## src/rtl/multicycle_ctrl_pkg.sv

```systemverilog
// Shared encodings for the RV32I multi-cycle control sequencer: state codes,
// opcodes, immediate-select one-hots and the next-PC / write-data mux codes.
package multicycle_ctrl_pkg;

   typedef enum logic [2:0] {
      S_RESET  = 3'd0,
      S_FETCH  = 3'd1,
      S_DECODE = 3'd2,
      S_EXEC   = 3'd3,
      S_MEM    = 3'd4,
      S_WB     = 3'd5,
      S_TRAP   = 3'd6
   } state_t;

   localparam logic [6:0] OP_LOAD   = 7'b0000011;
   localparam logic [6:0] OP_STORE  = 7'b0100011;
   localparam logic [6:0] OP_BRANCH = 7'b1100011;
   localparam logic [6:0] OP_IMM    = 7'b0010011;
   localparam logic [6:0] OP_REG    = 7'b0110011;
   localparam logic [6:0] OP_LUI    = 7'b0110111;
   localparam logic [6:0] OP_AUIPC  = 7'b0010111;
   localparam logic [6:0] OP_JAL    = 7'b1101111;
   localparam logic [6:0] OP_JALR   = 7'b1100111;

   // One-hot immediate selects shared with the immediate generator.
   localparam logic [5:0] EXT_CTRL_ITYPE_SHAMT = 6'b100000;
   localparam logic [5:0] EXT_CTRL_ITYPE       = 6'b010000;
   localparam logic [5:0] EXT_CTRL_STYPE       = 6'b001000;
   localparam logic [5:0] EXT_CTRL_BTYPE       = 6'b000100;
   localparam logic [5:0] EXT_CTRL_UTYPE       = 6'b000010;
   localparam logic [5:0] EXT_CTRL_JTYPE       = 6'b000001;

   localparam logic [1:0] NPC_PLUS4  = 2'b00;
   localparam logic [1:0] NPC_OFFSET = 2'b01;
   localparam logic [1:0] NPC_ALU    = 2'b10;

   localparam logic [1:0] WD_ALU = 2'b00;
   localparam logic [1:0] WD_MEM = 2'b01;
   localparam logic [1:0] WD_PC4 = 2'b10;

   function automatic logic is_shift_imm(input logic [2:0] f3);
      return (f3 == 3'b001) || (f3 == 3'b101);
   endfunction

endpackage

```

## src/rtl/imm_sel_decode.sv

```systemverilog
// Combinational opcode/funct3 decode to the immediate-generator select,
// plus a legality flag for opcodes this core implements.
module imm_sel_decode
   import multicycle_ctrl_pkg::*;
(
   input  logic [6:0] i_opcode,
   input  logic [2:0] i_funct3,
   input  logic       i_funct7_5,
   output logic [5:0] o_ext_op,
   output logic       o_legal
);

   always_comb begin
      o_ext_op = '0;
      o_legal  = 1'b1;
      case (i_opcode)
         OP_LOAD, OP_JALR: o_ext_op = EXT_CTRL_ITYPE;
         OP_IMM: begin
            if (is_shift_imm(i_funct3)) begin
               o_ext_op = EXT_CTRL_ITYPE_SHAMT;
               // slli has no arithmetic variant; IR[30] set is a reserved encoding
               o_legal  = !((i_funct3 == 3'b001) && i_funct7_5);
            end else begin
               o_ext_op = EXT_CTRL_ITYPE;
            end
         end
         OP_STORE:         o_ext_op = EXT_CTRL_STYPE;
         OP_BRANCH:        o_ext_op = EXT_CTRL_BTYPE;
         OP_LUI, OP_AUIPC: o_ext_op = EXT_CTRL_UTYPE;
         OP_JAL:           o_ext_op = EXT_CTRL_JTYPE;
         OP_REG:           o_ext_op = '0;
         default:          o_legal  = 1'b0;
      endcase
   end

endmodule

```

## src/rtl/multicycle_ctrl.sv

```systemverilog
// RV32I multi-cycle control sequencer: FETCH/DECODE/EXEC/MEM/WB with a memory
// handshake, optional access timeout, sticky trap and retired-instruction count.
module multicycle_ctrl
   import multicycle_ctrl_pkg::*;
#(
   parameter int MEM_TIMEOUT = 0,
   parameter int CNT_W       = 32
) (
   input  logic             clk,
   input  logic             rstn,
   input  logic [6:0]       opcode,
   input  logic [2:0]       funct3,
   input  logic             funct7_5,
   input  logic             br_taken,
   input  logic             mem_ready,
   output logic             mem_req,
   output logic             mem_we,
   output logic             addr_sel,
   output logic             ir_we,
   output logic             pc_we,
   output logic [1:0]       npc_sel,
   output logic [5:0]       EXTOp,
   output logic             alu_src_a,
   output logic             alu_src_b,
   output logic [1:0]       wd_sel,
   output logic             rf_we,
   output logic             illegal,
   output logic [2:0]       state,
   output logic [CNT_W-1:0] instret
);

   localparam int TO_W = (MEM_TIMEOUT > 1) ? $clog2(MEM_TIMEOUT) : 1;

   state_t           r_state;
   state_t           w_state_next;
   logic [6:0]       r_opcode;
   logic [2:0]       r_funct3;
   logic             r_funct7_5;
   logic [TO_W-1:0]  r_wait;
   logic [CNT_W-1:0] r_instret;

   logic [6:0] w_opcode;
   logic [2:0] w_funct3;
   logic       w_funct7_5;
   logic [5:0] w_ext_op;
   logic       w_legal;
   logic       w_is_load, w_is_store, w_is_branch, w_is_imm;
   logic       w_is_lui, w_is_auipc, w_is_jal, w_is_jalr;
   logic       w_src_a, w_src_b;
   logic       w_mem_wait, w_timeout;

   // DECODE sees the IR directly; later states use the copy taken in DECODE.
   assign w_opcode   = (r_state == S_DECODE) ? opcode   : r_opcode;
   assign w_funct3   = (r_state == S_DECODE) ? funct3   : r_funct3;
   assign w_funct7_5 = (r_state == S_DECODE) ? funct7_5 : r_funct7_5;

   imm_sel_decode u_imm_sel (
      .i_opcode   (w_opcode),
      .i_funct3   (w_funct3),
      .i_funct7_5 (w_funct7_5),
      .o_ext_op   (w_ext_op),
      .o_legal    (w_legal)
   );

   assign w_is_load   = (w_opcode == OP_LOAD);
   assign w_is_store  = (w_opcode == OP_STORE);
   assign w_is_branch = (w_opcode == OP_BRANCH);
   assign w_is_imm    = (w_opcode == OP_IMM);
   assign w_is_lui    = (w_opcode == OP_LUI);
   assign w_is_auipc  = (w_opcode == OP_AUIPC);
   assign w_is_jal    = (w_opcode == OP_JAL);
   assign w_is_jalr   = (w_opcode == OP_JALR);

   // Operand selects hold from EXEC through WB so the ALU result stays valid.
   assign w_src_a = w_is_auipc;
   assign w_src_b = w_is_imm | w_is_load | w_is_store | w_is_lui | w_is_auipc | w_is_jalr;

   assign w_mem_wait = (r_state == S_FETCH) || (r_state == S_MEM);
   assign w_timeout  = (MEM_TIMEOUT > 0) && w_mem_wait && !mem_ready &&
                       (r_wait == TO_W'(MEM_TIMEOUT - 1));

   always_ff @(posedge clk or negedge rstn) begin
      if (!rstn) begin
         r_state <= S_RESET;
      end else begin
         r_state <= w_state_next;
      end
   end

   always_ff @(posedge clk or negedge rstn) begin
      if (!rstn) begin
         r_opcode   <= '0;
         r_funct3   <= '0;
         r_funct7_5 <= 1'b0;
      end else if (r_state == S_DECODE) begin
         r_opcode   <= opcode;
         r_funct3   <= funct3;
         r_funct7_5 <= funct7_5;
      end
   end

   always_ff @(posedge clk or negedge rstn) begin
      if (!rstn) begin
         r_wait <= '0;
      end else if (w_mem_wait && !mem_ready && !w_timeout) begin
         r_wait <= r_wait + TO_W'(1);
      end else begin
         r_wait <= '0;
      end
   end

   always_ff @(posedge clk or negedge rstn) begin
      if (!rstn) begin
         r_instret <= '0;
      end else if (pc_we) begin
         r_instret <= r_instret + CNT_W'(1);
      end
   end

   always_comb begin
      w_state_next = r_state;
      mem_req      = 1'b0;
      mem_we       = 1'b0;
      addr_sel     = 1'b0;
      ir_we        = 1'b0;
      pc_we        = 1'b0;
      npc_sel      = NPC_PLUS4;
      EXTOp        = '0;
      alu_src_a    = 1'b0;
      alu_src_b    = 1'b0;
      wd_sel       = WD_ALU;
      rf_we        = 1'b0;
      illegal      = 1'b0;
      case (r_state)
         S_RESET: w_state_next = S_FETCH;
         S_FETCH: begin
            mem_req = 1'b1;
            if (mem_ready) begin
               ir_we        = 1'b1;
               w_state_next = S_DECODE;
            end else if (w_timeout) begin
               w_state_next = S_TRAP;
            end
         end
         S_DECODE: begin
            EXTOp        = w_ext_op;
            w_state_next = w_legal ? S_EXEC : S_TRAP;
         end
         S_EXEC: begin
            EXTOp     = w_ext_op;
            alu_src_a = w_src_a;
            alu_src_b = w_src_b;
            if (w_is_load || w_is_store) begin
               w_state_next = S_MEM;
            end else if (w_is_branch) begin
               pc_we        = 1'b1;
               npc_sel      = br_taken ? NPC_OFFSET : NPC_PLUS4;
               w_state_next = S_FETCH;
            end else begin
               w_state_next = S_WB;
            end
         end
         S_MEM: begin
            EXTOp     = w_ext_op;
            alu_src_a = w_src_a;
            alu_src_b = w_src_b;
            mem_req   = 1'b1;
            addr_sel  = 1'b1;
            mem_we    = w_is_store;
            if (mem_ready) begin
               if (w_is_store) begin
                  pc_we        = 1'b1;
                  w_state_next = S_FETCH;
               end else begin
                  w_state_next = S_WB;
               end
            end else if (w_timeout) begin
               w_state_next = S_TRAP;
            end
         end
         S_WB: begin
            EXTOp     = w_ext_op;
            alu_src_a = w_src_a;
            alu_src_b = w_src_b;
            rf_we     = 1'b1;
            pc_we     = 1'b1;
            if (w_is_jal) begin
               npc_sel = NPC_OFFSET;
            end else if (w_is_jalr) begin
               npc_sel = NPC_ALU;
            end
            if (w_is_jal || w_is_jalr) begin
               wd_sel = WD_PC4;
            end else if (w_is_load) begin
               wd_sel = WD_MEM;
            end
            w_state_next = S_FETCH;
         end
         S_TRAP:  illegal = 1'b1;
         default: w_state_next = S_RESET;
      endcase
   end

   assign state   = r_state;
   assign instret = r_instret;

endmodule
```

## config.mk

```make
export PLATFORM = sky130hd
export DESIGN_NAME = multicycle_ctrl
export DESIGN_NICKNAME = d
export VERILOG_FILES = /design/src/rtl/multicycle_ctrl_pkg.sv /design/src/rtl/imm_sel_decode.sv /design/src/rtl/multicycle_ctrl.sv
export SDC_FILE = /design/constraint.sdc
export NUM_CORES = 1
export LEC_CHECK = 0
export BUFFER_PORTS_ARGS = -buffer_cell sky130_fd_sc_hd__clkbuf_2
export CORE_MARGIN = 4
export CORE_UTILIZATION = 38
export DETAILED_ROUTE_END_ITERATION = 10
export GPL_TIMING_DRIVEN = 0
export PLACE_DENSITY = 0.68
export SLEW_MARGIN = 40
export SYNTH_ARGS = -nofsm -noshare
export SYNTH_HDL_FRONTEND = slang
export SYNTH_SLANG_ARGS = --single-unit
```

## constraint.sdc

```tcl
create_clock -name clk -period 2.4 [get_ports clk]
set_input_delay 0.12 -clock clk [delete_from_list [all_inputs] [get_ports clk]]
set_output_delay 0.12 -clock clk [all_outputs]
set_load 0.005 [all_outputs]
```

## Word level (Yosys, flattened, before mapping)

Cells that the tools add are included.
W data, S select, Z words.

| word-level totals | value |
|---|---|
| flip-flop bits (word level) | 46 |
| input bits | 15 |
| output and inout port bits | 54 |

| cells by class | value |
|---|---|
| $add $sub $neg | 1 |
| equality and inequality tests | 19 |
| mux-type cells | 38 |
| bitwise logic cells | 6 |
| reduce and logical (&&, ||, !) cells | 14 |

Operator list:

| cell | number |
|---|---|
| $pmux W6 S6 | 1 |
| $add A32 B1 Y32 const B | 1 |
| $eq A7 B6 Y1 const B | 3 |
| $eq A7 B7 Y1 const B | 3 |
| $mux W3 | 7 |
| $mux W1 | 19 |
| $pmux W3 S6 | 1 |
| $eq A7 B5 Y1 const B | 2 |
| $eq A3 B3 Y1 const B | 4 |
| $mux W6 | 2 |
| $mux W2 | 4 |
| $reduce_or A2 Y1 | 4 |
| $reduce_or A8 Y1 | 1 |
| $eq A7 B2 Y1 const B | 1 |
| $mux W7 | 1 |
| $eq A3 B1 Y1 const B | 2 |
| $eq A3 B2 Y1 const B | 2 |
| $or A1 B1 Y1 | 5 |
| $ne A2 B2 Y1 const B | 2 |
| $pmux W2 S2 | 1 |
| $reduce_or A4 Y1 | 1 |
| $logic_not A3 Y1 | 1 |
| $logic_or A1 B1 Y1 | 3 |
| $pmux W1 S3 | 1 |
| other kinds (6) | 6 |

## Logic depth before layout (Yosys ltp)

Gate-level depths: netlist of run 1.

| logic depth | value |
|---|---|
| word-level depth | 9 |
| mapped depth | 10 |

## Hierarchy

A second synthesis of run 1 with hierarchy kept.

| second synthesis, totals | value |
|---|---|
| cells, all modules | 279 |
| area total of the unflattened synthesis | 2571.2 um^2 |

By module, submodules not included:

| module | instances | cells each | area each (um^2) |
|---|---|---|---|
| multicycle_ctrl | 1 | 257 | 2416.1 |
| imm_sel_decode | 1 | 22 | 155.1 |

## Worst setup path before layout of run 1

OpenSTA, ideal clock, no wires.

| timing path | value |
|---|---|
| path kind | register -> register |
| start point | reg r_state[1], in the netlist state[1] |
| end point | reg r_instret[6], in the netlist instret[6] |
| library setup time | 0.129 ns |
| arrival time | 2.054 ns |
| path slack | 0.217 ns |
| stages on the path, launching flop included | 11 |
| path buffers | 4 |
| period minus slack after synthesis | 2.183 ns |
| cell sequence | dfrtp_1 -> buf_4 -> or3b_1 -> buf_2 -> mux2_4 -> nand4_1 -> o211a_1 -> buf_6 -> buf_6 -> nor2_1 -> xor2_1 |

| between the ends | value |
|---|---|
| word-level cells in the longest chain between the ends | 6 |
| elaborated cells on any way between the ends | 14 |
| classes of those cells | eq/ne: 7; mux: 6; reduce/logical: 1 |

Ends and longest elaborated chain:

| item | line | source |
|---|---|---|
| from (decl) | multicycle_ctrl.sv:34 | `state_t r_state;` |
| from (signal assigned) | multicycle_ctrl.sv:86 | `r_state <= w_state_next;` |
| $eq A3 B2 Y1 | multicycle_ctrl.sv:53 | `assign w_opcode = (r_state == S_DECODE) ? opcode : r_opcode;` |
| $mux W7 | -- |  |
| $eq A7 B6 Y1 (tied with other cells) | multicycle_ctrl.sv:66 | `assign w_is_store = (w_opcode == OP_STORE);` |
| $mux W1 (tied with other cells) | multicycle_ctrl.sv:171 | `if (w_is_store) begin` |
| $mux W1 (on tied branches) | multicycle_ctrl.sv:170, multicycle_ctrl.sv:153 |  |
| $pmux W1 S3 * | multicycle_ctrl.sv:134 | `case (r_state)` |
| to (signal assigned) | multicycle_ctrl.sv:116 | `r_instret <= r_instret + CNT_W'(1);` |
| to (decl) | multicycle_ctrl.sv:40 | `logic [CNT_W-1:0] r_instret;` |

Mark *: on every way between the ends. The rest lies on a longest branch, timed or not.
A chain may end at the register's enable or synchronous reset.

## Worst setup path after layout of run 1

| timing path | value |
|---|---|
| start point | reg r_state[2], in the netlist state[2] |
| end point | out EXTOp[4] |

| between the ends | value |
|---|---|
| word-level cells in the longest chain between the ends | 7 |
| elaborated cells on any way between the ends | 23 |
| classes of those cells | eq/ne: 14; mux: 5; reduce/logical: 4 |

Ends and longest elaborated chain:

| item | line | source |
|---|---|---|
| $eq A3 B2 Y1 | multicycle_ctrl.sv:53, multicycle_ctrl.sv:54, multicycle_ctrl.sv:134 |  |
| $mux W3 | -- |  |
| $eq A3 B1 Y1 or $eq A3 B3 Y1 (tied branches) | multicycle_ctrl_pkg.sv:42 | `return (f3 == 3'b001) \|\| (f3 == 3'b101);` |
| $logic_or A1 B1 Y1 | multicycle_ctrl_pkg.sv:42 |  |
| $mux W6 | imm_sel_decode.sv:19 | `if (is_shift_imm(i_funct3)) begin` |
| $pmux W6 S6 | imm_sel_decode.sv:16 | `case (i_opcode)` |
| $mux W6 * | multicycle_ctrl.sv:134 |  |
| to (decl) | multicycle_ctrl.sv:22 | `output logic [5:0] EXTOp,` |

Marked as above.

==> results of run 1 <==
[synth_stat cells (3+ instances only)]
cell type  count
or3_1          5
xnor2_1        6
dfrtp_1       46
nand4_1        5
nor4_2        11
a31oi_1        3
a21oi_1        5
clkbuf_1       3
inv_1          8
nand2_1       42
mux2i_1        6
o21ai_0        6
nor2b_1        3
xor2_1        27
nor3_2         6
nor3_1        15
nor3b_1        4
nand3_1       15
nor2_1        22
nand2b_1       5
[cell type report]
class / instances / area (sq um) / share of cell area
Buffer: 10 / 90.1 / 0.0243
Clock buffer: 6 / 82.6 / 0.0223
Tap cell: 96 / 120 / 0.0324
Clock inverter: 2 / 12.5 / 0.00338
Sequential cell: 46 / 1150 / 0.311
Multi-Input combinational cell: 215 / 1680 / 0.453
Inverter: 10 / 45.0 / 0.0122
Timing Repair Buffer: 91 / 522 / 0.141
[stage by stage]
| stage | TNS (ns) | worst slack, ns | instance area (sq um) | std cells | hold slack (ns) |
|---|---|---|---|---|---|
| after floorplan | 0 | 0.217 | 2700 | 281 | -0.176 |
| after global placement | -0.213 | -0.203 | 3160 | 445 | 0.336 |
| after detailed placement | -0.222 | -0.185 | 3160 | 445 | 0.208 |
| after CTS | -0.00446 | -0.00353 | 3410 | 467 | 0.0316 |
| after global routing | -0.898 | -0.107 | 3700 | 476 | 0.0275 |
| final | -0.00840 | -0.00840 | 3700 | 476 | 0.0370 |
[critical path: stages (launching register included)]
cell and delay, ns:
dfrtp_2 0.46, or3b_4 0.41, buf_6 0.15, mux2i_2 0.22
nand2_1 0.16, nor3_4 0.19, nand2_1 0.07, a31oi_1 0.19
clkbuf_2 0.14
[state kept, by name, indices dropped and copies added (netlist names)]
name,flops
r_funct3,3
r_funct7_5,1
state,3
instret,32
r_opcode,7
[power breakdown]
group	total (mW)	switching [mW]	internal, mW
registers	1.15	0.205	0.948
clock network	0.499	0.267	0.232
logic	1.58	0.898	0.684
total	3.23	1.37	1.86
[cells by family (layout without fill, tap and decap cells)]
| kind of cell | count (synthesis) | count (layout) | synth area share |
|---|---|---|---|
| muxes | 8 | 8 | 0.0361 |
| AOI/OAI and AO/OA | 25 | 25 | 0.0630 |
| adders and majority gates | 1 | 1 | 0.00463 |
| DFF | 46 | 46 | 0.426 |
| xor gates and xnor gates | 33 | 33 | 0.107 |
| and+or+nand+nor | 148 | 148 | 0.326 |
| buffers and inverters | 20 | 119 | 0.0371 |
[worst max path at each step]
stage / startpoint / endpoint / slack [ns]
2_1_floorplan: state[1] / instret[6] / 0.22
3_3_place_gp: state[2] / alu_src_b / -0.20
3_5_place_dp: state[0] / alu_src_b / -0.18
4_1_cts: state[2] / alu_src_b / -0.004
5_1_grt: state[1] / EXTOp[4] / -0.11
6_report: state[2] / EXTOp[4] / -0.008
[routing by layer]
layer,part of all wire,GRT usage,vias up
li1,-,-,1184
met1,0.46,0.229,1197
met2,0.49,0.276,79
met3,0.051,0.0341,4
met4,0.0048,0.0396,0
met5,0,0,-
[what timing repair did]
item,in CTS,in global routing
hold endpoints to repair,46,0
hold buffers,1,0
endpoints found under the setup margin,21,30
setup buffers,12,9
pin swaps,2,16
gates resized for setup,15,40
gates cloned,1,0
[placed cells by master, fill, tap and decap left out, types with 6 or more instances in the layout]
cell      synthesis  routed
clkbuf_2          0      65
dfrtp_1          46      44
nand2_1          42      41
xor2_1           27      27
nor2_1           22      22
buf_4             2      22
nor3_1           15      14
nand3_1          15      14
nor4_4            0       9
inv_1             8       7
buf_6             2       6
xnor2_1           6       6
clkbuf_8          0       6
==> out/summary.txt, run 1 <==
# fillers - 634
post-route ant nets - 0
initial antenna violation count - 0
clock root cell - clkbuf_8
Final HPWL DP - 5.04 mm
Netlist cell types - 49
Worst Path Max Fanout - 8
DR vias - 2464
hold path cells - 3
vias in the first global route - 2395
Crit Reg-Reg Endpoint - instret[28]
starting density of the core - 0.395
area of the core - 6830 sq um
failing checks - negative setup slack
WHS Endpoint - r_funct7_5
routed wire length - 7.27 mm
GRT Util Overall - 0.168
antenna fix cells - 0
top-area cell type share of the netlist area - 0.426
startpoint types - flip-flop
drt first pass iters - 4
max_cap viols - 0
GPL Wtd Cong - 0.903
PortBufs - 68
EDFF count, synth - 0
clk_lat worst skew - 0.30 ns
global route overflow - 0
Slew headroom - 0.383
first-pass GRT wire length - 11.7 mm
Final Cycle Share - 1.00
LEAKAGE - 1.57 nW
top cells by area, synth - dfrtp_1 (43%), xor2_1 (8.8%), nand2_1 (5.8%)
syn nets - 297
DR vias/cell - 5.18
Worst-path clk slew - 0.09 ns
RSZ-0062 raised after global routing - true
Crit path required time - 2.28 ns
CP Data Arrival Time - 2.29 ns
Setup CP Type - reg2out
largest net degree at the start of global routing - 47
Tmin final - 2.41 ns
Fmax - 415 MHz
CTS tree - yes
initial DRC count - 113
final setup vio count - 1
synth warn - 0
# DRC - 0
ys async rst share - 1.00
FF-to-FF Start - state[2]
Syn Inst Count - 281
# nets final - 395
Hold Path Class - in2reg
Pwr Density - 873 nW/um^2
area delta synth->final - 37.2%
CTS Buf Count - 5
die area - 8520 sq um
status - finished with violations
register area share after synthesis - 0.426
CTS max path bufs - 2
Final Util - 0.542
fraction of layout cells with a size suffix above 1 - 0.395
Slew Viols, Final - 0
die outline width - 92.3 um
Least-Margin Pin Slew - 0.926 ns
min-delay src - funct7_5
largest area contributor in the netlist - dfrtp_1
Setup crit end kind - primary output
average wire per cell in the routed design - 15.3 um
R2R Setup Slk - 0.03 ns
Pwr Total - 3.23 mW
register bit total from synthesis - 46
synthesized cell area - 2700 sq um
htree depth - 2
Final Hold Violating Endpoints - 0
row count - 30
VDD IR-drop max - 0.000455 V
R2R depth - 9
clock sink total - 46
post-route setup slack - -0.00840 ns
die height - 92.3 um
Post-Syn Area per Cell - 9.61 sq um
Layout Skew - 0.0109 ns
Ports - 69
top_reg_cell synth - dfrtp_1
Note: power is estimated with default switching activity, not from simulation.
==> run 2: changes to the inputs <==
Settings changed: SKIP_LAST_GASP set to 1.
==> run 2 against run 1 <==
Effect of this change: the flow still finishes with violations (negative setup slack); via count shrank 2.0%; utilization shrank 1.0 points; critical path depth is the same; global-route usage is essentially flat; register-to-register slack is essentially flat; count of clock-buffer cells in the layout is the same; flip-flop and latch count is the same; combinational power shrank 4%; critical endpoint unchanged; largest cell class unchanged; highest routed layer unchanged.
==> out/summary.txt, run 2 (synthesis results as in run 1) <==
clock root cell - clkbuf_8
min-delay src - funct7_5
Worst Path Max Fanout - 8 (unchanged)
# nets final - 392 (-0.76%)
Buffers & Inverters on Critical Path - 2 (unchanged)
routed wire length - 7.19 mm (-0.99%)
DR vias/cell - 5.10 (-1.4%)
Fmax - 411 MHz (-0.94%)
die area - 8520 sq um (unchanged)
CP Data Arrival Time - 2.31 ns (+0.02 ns)
failing checks - negative setup slack
Slew Viols, Final - 0 (unchanged)
Setup crit end kind - primary output
row count - 30 (unchanged)
clock sink total - 46 (unchanged)
clk_lat worst skew - 0.30 ns (about the same)
RSZ-0062 raised after global routing - true
Slew headroom - 0.380 (-0.00272)
Critical Path Max Stage Delay - 0.45 ns (about the same)
LEAKAGE - 1.54 nW (-1.6%)
FF-to-FF Start - state[2]
crit-path cells - or3b_4, buf_6, mux2i_1, nand2_1, nor3_4, nand2_1, a31oi_1, clkbuf_2
Final HPWL DP - 5.04 mm (unchanged)
dpl cell area - 3160 sq um (unchanged)
final setup vio count - 1 (unchanged)
Least-Margin Pin Slew - 0.930 ns (+0.00408 ns)
vias in the first global route - 2393 (-0.084%)
Critical Path Most Common Cell - nand2_1
area delta synth->final - 34.6%
Worst-path clk slew - 0.09 ns (about the same)
PortBufs - 68 (unchanged)
htree depth - 2 (unchanged)
max_cap viols - 0 (unchanged)
fraction of layout cells with a size suffix above 1 - 0.377 (-0.0181)
most common cell after layout, fill and taps aside - clkbuf_2
average wire per cell in the routed design - 15.2 um (-0.36%)
Tmin final - 2.43 ns (+0.0229 ns)
CTS tree - yes
max reg flops - 32 (unchanged)
FF+latch area - 1150 sq um (unchanged)
Ports - 69 (unchanged)
CP max stage cell - dfrtp_2
CTS Buf Count - 5 (unchanged)
post-route ant nets - 0 (unchanged)
Final Cycle Share - 1.01 (+0.00953)
Final Hold Violating Endpoints - 0 (unchanged)
area of the core - 6830 sq um (unchanged)
first-pass GRT wire length - 11.7 mm (-0.12%)
fin area - 3630 sq um (-1.9%)
post-route setup slack - -0.0313 ns (-0.0229 ns)
Pwr Density - 868 nW/um^2 (-0.53%)
multi-input logic area - 1630 sq um (-3.1%)
VDD IR-drop max - 0.000454 V (-0.13%)
Layout Skew - 0.0111 ns (+0.000181 ns)
GPL Wtd Cong - 0.903 (unchanged)
startpoint types - flip-flop
drt first pass iters - 5 (+1)
Hold Path Class - in2reg
# fillers - 642 (+1.3%)
Setup crit start - state[2]
CTS max path bufs - 2 (unchanged)
antenna fix cells - 0 (unchanged)
DR vias - 2414 (-2.0%)
# DRC - 0 (unchanged)
Pwr Total - 3.16 mW (-2.4%)
most frequent cells in the layout - clkbuf_2 (65), dfrtp_1 (44), nand2_1 (42)
Crit path required time - 2.28 ns (about the same)
starting density of the core - 0.395 (unchanged)
status - finished with violations
initial antenna violation count - 0 (unchanged)
largest net degree at the start of global routing - 47 (unchanged)
Setup CP Type - reg2out
critical path's top delay family - simple AND/OR/NAND/NOR gates
global route overflow - 0 (unchanged)
die outline width - 92.3 um (unchanged)
GRT Util Overall - 0.168 (-0.000173)
die height - 92.3 um (unchanged)
initial DRC count - 102 (-9.7%)
run 2: path summary, 6_finish.rpt:
kind	end	slack (ns)	cells after the start
hold / removal	r_funct7_5	0.04	3
setup reg to reg	instret[16]	0.03	9
hold reg to reg	instret[31]	0.48	1
setup / recovery	EXTOp[4]	-0.03	8
min in group asynchronous	r_opcode[0]	0.41	2
max in group asynchronous	state[2]	1.53	2
run 2: power by group:
group / total [mW] / switching (mW) / internal, mW
logic: 1.51 / 0.867 / 0.645
registers: 1.15 / 0.198 / 0.948
clock network: 0.498 / 0.266 / 0.232
run 2: routing by layer:
layer | vias to the layer above | wire, um | global-route usage
met5 | - | 0 | 0
met4 | 0 | 48 | 0.0396
met3 | 6 | 408 | 0.0341
met1 | 1158 | 3290 | 0.229
met2 | 76 | 3450 | 0.276
li1 | 1174 | - | -
run 2: cell type report:
class                   count  share of cell area
plain buffers               9              0.0238
flip-flops and latches     46               0.317
well taps                  96              0.0331
clock buffers               6              0.0227
clock inverters             2             0.00344
multi-input cells         215               0.448
inverters                  10              0.0124
repair buffers             89               0.139
run 2: stage by stage:
step / setup TNS [ns] / cells / util / setup slack, ns / hold WS (ns)
final: -0.0313 / 473 / 0.532 / -0.0313 / 0.0384
after global routing: -0.948 / 473 / 0.532 / -0.0863 / 0.0274
after CTS: -0.0344 / 467 / 0.499 / -0.0193 / 0.0316
after detailed placement: -0.222 / 445 / 0.463 / -0.185 / 0.208
after global placement: -0.213 / 445 / 0.463 / -0.203 / 0.336
after floorplan: 0 / 281 / - / 0.217 / -0.176
run 2: repair_timing:
item	CTS	global route
gates cloned	1	0
endpoints found under the setup margin	21	31
resized for setup	14	31
hold buffers	1	0
hold endpoints to repair	46	0
pin swaps	2	12
setup buffers	12	7
run 2: worst min-delay path: cells and delay by family:
family / cells / cell delay (ns)
and+or+nand+nor: 2 / 0.09
buffers and inverters: 1 / 0.08
==> run 3: changes to the inputs <==
Settings changed: CORE_UTILIZATION 38 to 53, PLACE_DENSITY 0.68 to 0.88.
==> run 3 against run 2 <==
Effect of this change: the flow still finishes with violations (negative setup slack); cell count down 7.2%; critical path depth up 1; clock skew is 0.0016 ns lower; flip-flop and latch count did not move; utilization up 21 points; hold slack worse by 0.011 ns; design area is 2.0% lower; non-clock buffer count shrank 5; critical path type is now reg2reg; largest cell class unchanged; largest power group unchanged.
==> out/summary.txt, run 3 (synthesis results as in run 1) <==
status - finished with violations
failing checks - negative setup slack
starting density of the core - 0.561 (+0.165)
post-route setup slack - -0.00861 ns (+0.0227 ns)
# DRC - 0 (unchanged)
max_cap viols - 0 (unchanged)
Crit path required time - 2.62 ns (+0.34 ns)
clk_lat worst skew - 0.30 ns (about the same)
Slew headroom - 0.494 (+0.114)
Placed Instances - 416 (-6.5%)
routed wire length - 7.30 mm (+1.4%)
most common cell after layout, fill and taps aside - clkbuf_2
DR vias - 2513 (+4.1%)
R2R depth - 9 (unchanged)
# nets final - 387 (-1.3%)
clock sink total - 46 (unchanged)
CTS tree - yes
antenna fix cells - 0 (unchanged)
Final Cycle Share - 1.00 (-0.00945)
DR vias/cell - 5.72 (+12%)
setup TNS - -0.00861 ns (+0.0227 ns)
final setup vio count - 1 (unchanged)
Crit Reg-Reg Endpoint - instret[21]
row count - 25 (-17%)
die height - 79.4 um (-14%)
Slew Viols, Final - 0 (unchanged)
Setup crit end kind - flip-flop
most frequent cells in the layout - clkbuf_2 (65), dfrtp_1 (44), nand2_1 (41)
Least-Margin Pin Slew - 0.759 ns (-0.172 ns)
Worst-path clk slew - 0.09 ns (about the same)
initial DRC count - 144 (+41%)
FF+latch area - 1150 sq um (unchanged)
drt first pass iters - 5 (unchanged)
first-pass GRT wire length - 11.2 mm (-3.9%)
Hold Path Class - in2reg
Final HPWL DP - 4.93 mm (-2.2%)
CTS max path bufs - 2 (unchanged)
Setup crit end - instret[21]
vias in the first global route - 2341 (-2.2%)
VDD IR-drop max - 0.000566 V (+25%)
initial antenna violation count - 0 (unchanged)
largest net degree at the start of global routing - 47 (unchanged)
Setup crit start - state[2]
startpoint types - flip-flop
Pwr Density - 895 nW/um^2 (+3.0%)
CTS Buf Count - 5 (unchanged)
average wire per cell in the routed design - 16.6 um (+9.3%)
global route overflow - 0 (unchanged)
fraction of layout cells with a size suffix above 1 - 0.382 (+0.00506)
GRT Util Overall - 0.224 (+0.0559)
Worst Path Max Fanout - 7 (-1)
die outline width - 79.4 um (-14%)
Fmax - 415 MHz (+0.94%)
LEAKAGE - 1.51 nW (-2.0%)
htree depth - 2 (unchanged)
Tmin final - 2.41 ns (-0.0227 ns)
Pwr Total - 3.19 mW (+0.99%)
Final Hold Violating Endpoints - 0 (unchanged)
GPL Wtd Cong - 0.997 (+10%)
Final Util - 0.739 (+0.208)
R2R Setup Slk - -0.009 ns (-0.04 ns)
CP Data Arrival Time - 2.63 ns (+0.32 ns)
die area - 6300 sq um (-26%)
max reg flops - 32 (unchanged)
multi-input logic area - 1640 sq um (+0.62%)
FF-to-FF Start - state[2]
Layout Skew - 0.00952 ns (-0.00156 ns)
area delta synth->final - 31.9%
PortBufs - 68 (unchanged)
clock root cell - clkbuf_8
Finished Layout Cells - 439 (-7.2%)
Setup CP Type - reg2reg
RSZ-0062 raised after global routing - true
Ports - 69 (unchanged)
area of the core - 4820 sq um (-29%)
post-route ant nets - 0 (unchanged)
# fillers - 354 (-45%)
## run 3: cell types whose count changed in the layout (fill, tap and decap cells not counted), sizes merged
| cell | previous run | this run |
|---|---|---|
| buf | 29 | 23 |
| clkbuf | 74 | 76 |
| clkinvlp | 1 | 0 |
## run 3: timing repair
| item | in CTS | in global routing |
|---|---|---|
| gates resized for setup | 17 | 28 |
| setup endpoints to repair | 23 | 25 |
| hold buffers | 1 | 0 |
| pin swaps | 2 | 14 |
| endpoints found under the hold margin | 46 | 0 |
| buffers inserted | 5 | 9 |
## run 3: layout make-up
class,instances,share of cell area
tap,67,0.0235
clock inverter,1,0.00246
clock buffer,7,0.0270
buffer,10,0.0246
multi-input combinational,215,0.459
sequential,46,0.324
inverter,10,0.0105
timing repair buffer,83,0.129
## run 3: worst max-delay path, stage by stage (launching register included)
cell,delay (ns)
dfrtp_2,0.47
or3b_1,0.40
buf_6,0.15
mux2_4,0.24
nand4_1,0.10
o211a_1,0.18
buf_6,0.14
buf_4,0.16
nor4_2,0.33
xor2_1,0.17
## run 3: worst min path at each step
| stage | startpoint | endpoint | slack, ns | depth (start not counted) |
|---|---|---|---|---|
| final | funct7_5 | r_funct7_5 | 0.03 | 3 |
| after global routing | funct3[2] | r_funct3[2] | 0.04 | 3 |
| after CTS | funct7_5 | r_funct7_5 | 0.02 | 3 |
| after detailed placement | rstn | r_opcode[1] | 0.20 | 1 |
| after global placement | funct7_5 | r_funct7_5 | 0.33 | 3 |
| after floorplan | rstn | instret[0] | -0.18 | 0 |
## run 3: power by group
group / internal [mW] / switching, mW / total (mW)
Combinational: 0.634 / 0.870 / 1.50
Sequential: 0.948 / 0.213 / 1.16
Clock: 0.264 / 0.259 / 0.523
Total: 1.85 / 1.34 / 3.19
## run 3: metal layers
layer  global-route usage  part of all wire  wire (um)  up-vias
met5                    0                 0          0        -
met4               0.0687             0.012         91        0
met3               0.0406             0.067        489       10
met2                0.370              0.51       3700      118
met1                0.301              0.41       3010     1216
li1                     -                 -          -     1169
## run 3: metrics by stage
step | hold slack (ns) | cell area [sq um] | setup slack, ns
finish | 0.0271 | 3560 | -0.00861
global route | 0.0449 | 3560 | -0.0960
CTS | 0.0194 | 3340 | 0.00105
detailed placement | 0.195 | 3130 | -0.172
global placement | 0.327 | 3120 | -0.149
floorplan | -0.176 | 2700 | 0.217
